<file path="src/rtl/led_frequency_meter_pkg.sv">
// Shared types and defaults for the LED frequency meter.
package led_freq_meter_pkg;

  typedef enum logic [1:0] {
    IDLE    = 2'd0,
    ARM     = 2'd1,
    MEASURE = 2'd2,
    DONE    = 2'd3
  } meter_state_t;

  localparam int unsigned DEF_GATE_CYCLES = 100_000_000;
  localparam int unsigned DEF_CNT_W       = 32;
  localparam int unsigned DEF_SYNC_STAGES = 2;

  // Gate counter only ever holds GATE_CYCLES-1 down to 0.
  function automatic int unsigned gate_cnt_w(input int unsigned gate_cycles);
    return (gate_cycles < 2) ? 1 : $clog2(gate_cycles);
  endfunction

endpackage

</file>
<file path="src/rtl/led_frequency_meter_sync_edge_detect.sv">
// Multi-flop synchronizer followed by a registered rising-edge detector.
// Pin-to-pulse latency is SYNC_STAGES+1 clocks; one pulse per rising edge.
module sync_edge_detect #(
  parameter int unsigned SYNC_STAGES = 2
) (
  input  logic pi_clk,
  input  logic pi_rstn,
  input  logic pi_async,
  output logic po_rise
);

  logic [SYNC_STAGES-1:0] sync_q;
  logic [SYNC_STAGES-1:0] sync_d;
  logic                   prev_q;
  logic                   rise_q;
  logic                   rise_d;

  assign sync_d = {sync_q[SYNC_STAGES-2:0], pi_async};
  assign rise_d = sync_q[SYNC_STAGES-1] & ~prev_q;

  always_ff @(posedge pi_clk or negedge pi_rstn) begin
    if (!pi_rstn) begin
      sync_q <= '0;
      prev_q <= 1'b0;
      rise_q <= 1'b0;
    end else begin
      sync_q <= sync_d;
      prev_q <= sync_q[SYNC_STAGES-1];
      rise_q <= rise_d;
    end
  end

  assign po_rise = rise_q;

endmodule

</file>
<file path="src/rtl/led_frequency_meter.sv">
// Counts rising edges of an asynchronous input over a fixed gate window and
// publishes count, valid strobe, range and overflow flags once per window.
module led_frequency_meter
  import led_freq_meter_pkg::*;
#(
  parameter int unsigned GATE_CYCLES = DEF_GATE_CYCLES,
  parameter int unsigned CNT_W       = DEF_CNT_W,
  parameter logic [31:0] EXP_MIN     = 32'd1,
  parameter logic [31:0] EXP_MAX     = 32'hFFFF_FFFF,
  parameter int unsigned SYNC_STAGES = DEF_SYNC_STAGES
) (
  input  logic             pi_clk,
  input  logic             pi_rstn,
  input  logic             pi_enable,
  input  logic             pi_signal,
  output logic [CNT_W-1:0] po_count,
  output logic             po_valid,
  output logic             po_busy,
  output logic             po_in_range,
  output logic             po_overflow
);

  localparam int unsigned       GATE_W    = gate_cnt_w(GATE_CYCLES);
  localparam logic [GATE_W-1:0] GATE_LOAD = GATE_W'(GATE_CYCLES - 1);
  localparam logic [CNT_W-1:0]  CNT_MAX   = '1;
  localparam logic [CNT_W-1:0]  EXP_MIN_T = CNT_W'(EXP_MIN);
  localparam logic [CNT_W-1:0]  EXP_MAX_T = CNT_W'(EXP_MAX);

  meter_state_t      state_q, state_d;
  logic [GATE_W-1:0] gate_q, gate_d;
  logic [CNT_W-1:0]  edge_q, edge_d, edge_inc;
  logic              sat_q, sat_d, sat_inc;
  logic [CNT_W-1:0]  count_q, count_d;
  logic              valid_q, valid_d;
  logic              busy_q, busy_d;
  logic              in_range_q, in_range_d;
  logic              overflow_q, overflow_d;
  logic              rise;

  sync_edge_detect #(
    .SYNC_STAGES (SYNC_STAGES)
  ) u_sync_edge (
    .pi_clk   (pi_clk),
    .pi_rstn  (pi_rstn),
    .pi_async (pi_signal),
    .po_rise  (rise)
  );

  // Saturating edge count including this cycle's pulse.
  always_comb begin
    edge_inc = edge_q;
    sat_inc  = sat_q;
    if (rise) begin
      if (edge_q == CNT_MAX) begin
        sat_inc = 1'b1;
      end else begin
        edge_inc = edge_q + CNT_W'(1);
      end
    end
  end

  // Next-state and next-output decode.
  always_comb begin
    state_d    = state_q;
    gate_d     = gate_q;
    edge_d     = edge_q;
    sat_d      = sat_q;
    count_d    = count_q;
    in_range_d = in_range_q;
    overflow_d = overflow_q;
    valid_d    = 1'b0;

    case (state_q)
      IDLE: begin
        if (pi_enable) state_d = ARM;
      end
      ARM: begin
        if (!pi_enable) begin
          state_d = IDLE;
        end else begin
          edge_d  = '0;
          sat_d   = 1'b0;
          gate_d  = GATE_LOAD;
          state_d = MEASURE;
        end
      end
      MEASURE: begin
        if (!pi_enable) begin
          state_d = IDLE;
        end else begin
          edge_d = edge_inc;
          sat_d  = sat_inc;
          if (gate_q == '0) begin
            // Publish on entry to DONE so the strobe lines up with DONE.
            state_d    = DONE;
            valid_d    = 1'b1;
            count_d    = edge_inc;
            in_range_d = (edge_inc >= EXP_MIN_T) && (edge_inc <= EXP_MAX_T);
            overflow_d = sat_inc;
          end else begin
            gate_d = gate_q - GATE_W'(1);
          end
        end
      end
      DONE: begin
        state_d = pi_enable ? ARM : IDLE;
      end
      default: begin
        state_d = IDLE;
      end
    endcase

    busy_d = (state_d == ARM) || (state_d == MEASURE);
  end

  always_ff @(posedge pi_clk or negedge pi_rstn) begin
    if (!pi_rstn) begin
      state_q    <= IDLE;
      gate_q     <= '0;
      edge_q     <= '0;
      sat_q      <= 1'b0;
      count_q    <= '0;
      valid_q    <= 1'b0;
      busy_q     <= 1'b0;
      in_range_q <= 1'b0;
      overflow_q <= 1'b0;
    end else begin
      state_q    <= state_d;
      gate_q     <= gate_d;
      edge_q     <= edge_d;
      sat_q      <= sat_d;
      count_q    <= count_d;
      valid_q    <= valid_d;
      busy_q     <= busy_d;
      in_range_q <= in_range_d;
      overflow_q <= overflow_d;
    end
  end

  assign po_count    = count_q;
  assign po_valid    = valid_q;
  assign po_busy     = busy_q;
  assign po_in_range = in_range_q;
  assign po_overflow = overflow_q;

endmodule

</file>
<file path="config.mk">
export PLATFORM = sky130hd
export DESIGN_NAME = led_frequency_meter
export DESIGN_NICKNAME = d
export VERILOG_FILES = /design/src/rtl/led_frequency_meter_pkg.sv /design/src/rtl/led_frequency_meter_sync_edge_detect.sv /design/src/rtl/led_frequency_meter.sv
export SDC_FILE = /design/constraint.sdc
export NUM_CORES = 1
export LEC_CHECK = 0
export ABC_AREA = 0
export BUFFER_PORTS_ARGS = -buffer_cell sky130_fd_sc_hd__buf_2
export CORE_MARGIN = 2
export CORE_UTILIZATION = 55
export DETAILED_ROUTE_END_ITERATION = 6
export PLACE_DENSITY = 0.74
export REMOVE_ABC_BUFFERS = 1
export SYNTH_ARGS = -nofsm -noshare
export SYNTH_HDL_FRONTEND = slang
export SYNTH_HIERARCHICAL = 1
export SYNTH_SLANG_ARGS = --single-unit
</file>
<file path="constraint.sdc">
create_clock -name pi_clk -period 3.7 [get_ports pi_clk]
set_input_delay 0.555 -clock pi_clk [delete_from_list [all_inputs] [get_ports pi_clk]]
set_output_delay 0.555 -clock pi_clk [all_outputs]
set_load 0.05 [all_outputs]
</file>
Word level (Yosys, flattened, before mapping)

Index checks and enable logic that the tools add are counted.

Bits in registers: 102
Input bits: 4

Magnitude comparators: 2
Reductions and logical operators: 8
Muxes and demuxes: 23
Add/subtract/negate cells: 2
Bitwise logic cells: 2
Eq/ne operators: 9

Operators by type and width:

| operator              | count |
|---|---|
| $mux 32               | 4 |
| $mux 27               | 3 |
| $pmux 32 s2           | 1 |
| $pmux 27 s2           | 1 |
| $add 32x1->32 const B | 1 |
| $eq 32x32->1 const B  | 1 |
| $ge 32x1->1 const B   | 1 |
| $le 32x32->1 const B  | 1 |
| $logic_not 27->1      | 1 |
| $sub 27x1->27 const B | 1 |
| $mux 1                | 8 |
| $mux 2                | 4 |
| $pmux 2 s4            | 1 |
| $eq 2x2->1 const B    | 3 |
| $ne 2x2->1 const B    | 3 |
| $reduce_and 3->1      | 2 |
| $eq 2x1->1 const B    | 2 |
| $reduce_and 4->1      | 1 |
| $logic_not 2->1       | 1 |
| $pmux 1 s2            | 1 |
| $reduce_bool 2->1     | 1 |
| $and 1x1->1           | 1 |
| $logic_and 1x1->1     | 1 |
| $logic_or 1x1->1      | 1 |
| $not 1->1             | 1 |

Logic depth before layout (Yosys ltp)

Depth after elaboration: 6
Gate-level depth with buffers: 11

Modules after synthesis

Netlist, hierarchy kept.

By module, submodules not included:

| module              | area each (µm²) | cells an instance | times used |
|---|---|---|---|
| led_frequency_meter | 5084.9          | 545               | 1 |
| sync_edge_detect    | 113.9           | 5                 | 1 |

Worst setup path before layout

OpenSTA, ideal clock, no wires.

Kind: register -> register
Start: register gate_q[8]
End: register count_q[20], in the netlist po_count[20]
Arrival: 2.631 ns
Period minus slack after synthesis: 2.756 ns
Path slack: 0.944 ns
Buffers on the path: 1
Cell stages (with the launch flop): 7
Cell sequence: dfrtp_1 -> or4_4 -> or4b_4 -> or4_4 -> nor2_8 -> buf_4 -> mux2_2

Longest elaborated chain between the ends: 2

RTL lines:

| element                           | line                       | text |
|---|---|---|
| from (decl)                       | led_frequency_meter.sv:30  | `logic [GATE_W-1:0] gate_q, gate_d;` |
| from (signal assigned)            | led_frequency_meter.sv:129 | `gate_q <= gate_d;` |
| $logic_not 27->1                  | led_frequency_meter.sv:93  | `if (gate_q == '0) begin` |
| $reduce_and 3->1 (no source line) | n/a                        |  |
| to (signal assigned)              | led_frequency_meter.sv:132 | `count_q <= count_d;` |
| to (decl)                         | led_frequency_meter.sv:33  | `logic [CNT_W-1:0] count_q, count_d;` |

No other way between the ends.
A chain may end at the register's enable or synchronous reset.

Worst setup path after layout

Start: register edge_q[12]
End: register in_range_q, in the netlist po_in_range

Longest elaborated chain between the ends: 5

RTL lines:

| element                                              | line                                                 | text |
|---|---|---|
| from (decl)                                          | led_frequency_meter.sv:31                            | `logic [CNT_W-1:0] edge_q, edge_d, edge_inc;` |
| from (signal assigned)                               | led_frequency_meter.sv:130                           | `edge_q <= edge_d;` |
| $add 32x1->32 / $eq 32x32->1 (equally long branches) | led_frequency_meter.sv:57, led_frequency_meter.sv:54 |  |
| $mux 32                                              | led_frequency_meter.sv:54                            | `if (edge_q == CNT_MAX) begin` |
| $mux 32 (*)                                          | led_frequency_meter.sv:53                            | `if (rise) begin` |
| $ge 32x1->1 / $le 32x32->1 (equally long branches)   | led_frequency_meter.sv:98                            | `in_range_d = (edge_inc >= EXP_MIN_T) && (edge_inc <= EXP_MAX_T);` |
| $logic_and 1x1->1 (*)                                | led_frequency_meter.sv:98                            |  |
| to (signal assigned)                                 | led_frequency_meter.sv:135                           | `in_range_q <= in_range_d;` |
| to (decl)                                            | led_frequency_meter.sv:36                            | `logic in_range_q, in_range_d;` |

Mark *: on every way between the ends. The rest lies on a longest branch, timed or not.

==> results.sh <==
export IMPL_status="complete, no violations"
export IMPL_fin_crit_ps=3038
export IMPL_die_w_um=101.2
export IMPL_initial_core_util_pct=56.53
export IMPL_grt_overflow_total=0
export IMPL_cts_max_path_buffers=2
export IMPL_cts_hold_buf=0
export IMPL_grt_setup_unrepaired="no"
export IMPL_max_cap_violations=0
export IMPL_hold_path_class="in2async"
export IMPL_drt_first_pass_iters=4
export IMPL_grt_max_degree=39
export IMPL_path_clk_slew_ps=100
export IMPL_criticalPathCategory="reg2reg"
export IMPL_yosysMostFrequentCell="dfrtp_1"
export IMPL_avgSynthCellArea_um2=9.452
export IMPL_diodes=0
export IMPL_drv_slew=0
export IMPL_track_usage_pct=24.39
export IMPL_drt_iter0_markers=238
export IMPL_fin_ws_ps=661.7
export IMPL_syn_instance_count=550
export IMPL_relSlewSlack_pct=51.12
export IMPL_async_flop_share_pct=100.0
export IMPL_ys_ff_latch=102
export IMPL_synthFlopType="dfrtp_1"
export IMPL_post_route_util_pct=61.54
export IMPL_cts_resized=0
export IMPL_postCtsSetupRepairBufs=0
export IMPL_vias=4133
export IMPL_post_route_period_util_pct=82.12
export IMPL_hold_viol=0
export IMPL_grt_pass1_vias=4067
export IMPL_synth_top_area_share_pct=49.10
export IMPL_root_buffer="clkbuf_8"
export IMPL_crit_path_start_kind="register"
export IMPL_drive_above_1_share_pct=15.41
export IMPL_ys_types=54
export IMPL_areaGrowthSynthToFinish_pct=8.857
export IMPL_place_ws_ps=678.3
export IMPL_clk_latency_ps=370
export IMPL_finalWirelength_um=11510
export IMPL_cts_tree="built"
export IMPL_powerDensity_nw_per_um2=348.2
export IMPL_tightest_slew_ps=726.6
export IMPL_leakage_uw=0.002465
export IMPL_grt_pass1_wl_um=19890
export IMPL_core_area_um2=9196
export IMPL_synth_edf_count=0
export IMPL_clock_skew_final_ps=9.111
export IMPL_wire_per_inst_um=16.56
export IMPL_synth_area_um2=5199
export IMPL_vias_per_cell=5.947
export IMPL_num_nets_final=585
export IMPL_synthTopCellsByArea="dfrtp_1 (49%), xnor2_1 (5.1%), nand2_1 (4.8%)"
export IMPL_tns_ps=0
export IMPL_gp_congestion=0.8961
export IMPL_crit_fanout=12
export IMPL_rows=35
export IMPL_antenna_found_initial=0
export IMPL_ys_seq_area_share_pct=49.10
export IMPL_synth_common_cells="dfrtp_1 (102), nand2_1 (66), nor2_1 (62), a21oi_1 (35)"
export IMPL_die_area_um2=10250
export IMPL_peakVddDrop_v=0.0002329
export IMPL_post_dp_cell_area_um2=5484
export IMPL_die_h_um=101.2
export IMPL_cp_arrival_ps=3270
export IMPL_clkSinkCount=102
export IMPL_portBuffers=39
export IMPL_synth_top_area_cell="dfrtp_1"
export IMPL_dpl_hpwl_um=8084
export IMPL_drc=0
export IMPL_ant_nets=0
export IMPL_endpoint_kind="register"
export IMPL_ios=40
export IMPL_critical_path_required_ps=3940
export IMPL_h_tree_depth=3
export IMPL_yosys_warnings=6
export IMPL_cts_buffers=9
export IMPL_clock_fmax_mhz=329.1
export IMPL_fin_area_um2=5659
export IMPL_setup_viol=0
[power breakdown]
group | internal, µW | leakage, µW | total, µW | switching (µW)
Clock | 267 | 0.0000870 | 656 | 389
Combinational | 46.9 | 0.00106 | 161 | 114
Sequential | 1140 | 0.00132 | 1150 | 18.4
Total | 1450 | 0.00247 | 1970 | 521
[through the flow]
step	cells	hold slack, ps	total power [µW]
detailed placement	679	336.3	1338
global placement	679	333.5	1334
finish	695	87.66	1971
CTS	695	90.44	1983
global route	695	105.8	2057
floorplan	518	259.4	1266
[metal layers]
layer | wire, µm | track usage, % | vias up | part of all wire [%]
li1 | - | - | 1990 | -
met1 | 5346 | 33.42 | 2034 | 46
met2 | 5560 | 40.04 | 92 | 48
met3 | 433 | 4.417 | 17 | 3.8
met4 | 170 | 7.069 | 0 | 1.5
met5 | 0 | 0 | - | 0
[state kept, by name, summed over array words and instances (netlist names)]
name,count
po_in_range,1
po_valid,1
sat_q,1
po_count,32
u_sync_edge/sync_q,2
state_q,2
u_sync_edge/po_rise,1
edge_q,32
u_sync_edge/prev_q,1
gate_q,27
po_busy,1
po_overflow,1
[cell usage in the layout, fill, tap and decap left out, drive strengths merged, types with 4 or more instances in the layout]
| cell | netlist | routed |
|---|---|---|
| a21oi | 35 | 35 |
| a22o | 6 | 6 |
| a31oi | 7 | 7 |
| and3 | 8 | 8 |
| and4 | 7 | 7 |
| buf | 10 | 50 |
| clkbuf | 22 | 12 |
| dfrtp | 102 | 102 |
| inv | 6 | 7 |
| mux2 | 9 | 9 |
| mux2i | 4 | 4 |
| nand2 | 67 | 67 |
| nand2b | 4 | 4 |
| nand3 | 21 | 21 |
| nand4 | 16 | 16 |
| nor2 | 63 | 63 |
| nor2b | 4 | 4 |
| nor3 | 13 | 13 |
| nor4 | 12 | 12 |
| o21ai | 31 | 31 |
| o31ai | 9 | 9 |
| or2 | 4 | 4 |
| or3 | 7 | 7 |
| or4 | 7 | 7 |
| xnor2 | 30 | 30 |
| xor2 | 22 | 22 |
[cell families (layout without fill, tap and decap cells)]
logic type,after synthesis,after routing,share of synthesized area [%]
compound gates,97,97,11.00
xor+xnor,52,52,8.760
fa+ha+maj,2,2,0.4813
buf+inv,38,72,3.008
flops,102,102,49.10
mux,13,13,2.720
simple gates,246,246,24.93
[path summary, 6_finish.rpt]
check / startpoint / end / slack, ps / cells past startpoint
worst max register to register: edge_q[12] / po_in_range / 660 / 8
worst max-delay path: edge_q[12] / po_in_range / 660 / 8
worst min-delay path: pi_rstn / po_count[9] / 90 / 1
worst min register to register: u_sync_edge/sync_q[0] / u_sync_edge/sync_q[1] / 350 / 0
max in group asynchronous: pi_rstn / po_count[18] / 2810 / 2
min in group pi_clk: pi_signal / u_sync_edge/sync_q[0] / 290 / 1
[layout make-up]
class / count / area, µm²
Fill cell: 795 / 3537
Sequential cell: 102 / 2552
Multi-Input combinational cell: 410 / 2490
Timing Repair Buffer: 50 / 280.3
Clock buffer: 12 / 145.1
Tap cell: 111 / 138.9
Clock inverter: 4 / 30.03
Inverter: 6 / 22.52
[worst max-delay path, stage by stage, from the launching register on]
cell and delay (ps):
dfrtp_1 560, nand4_1 190, or4_1 640, a311oi_1 420, and4_1 320, xor2_1 120, a2111o_1 350, nor4_1 200
a31oi_1 120
Power figures use the tool's default switching activity.
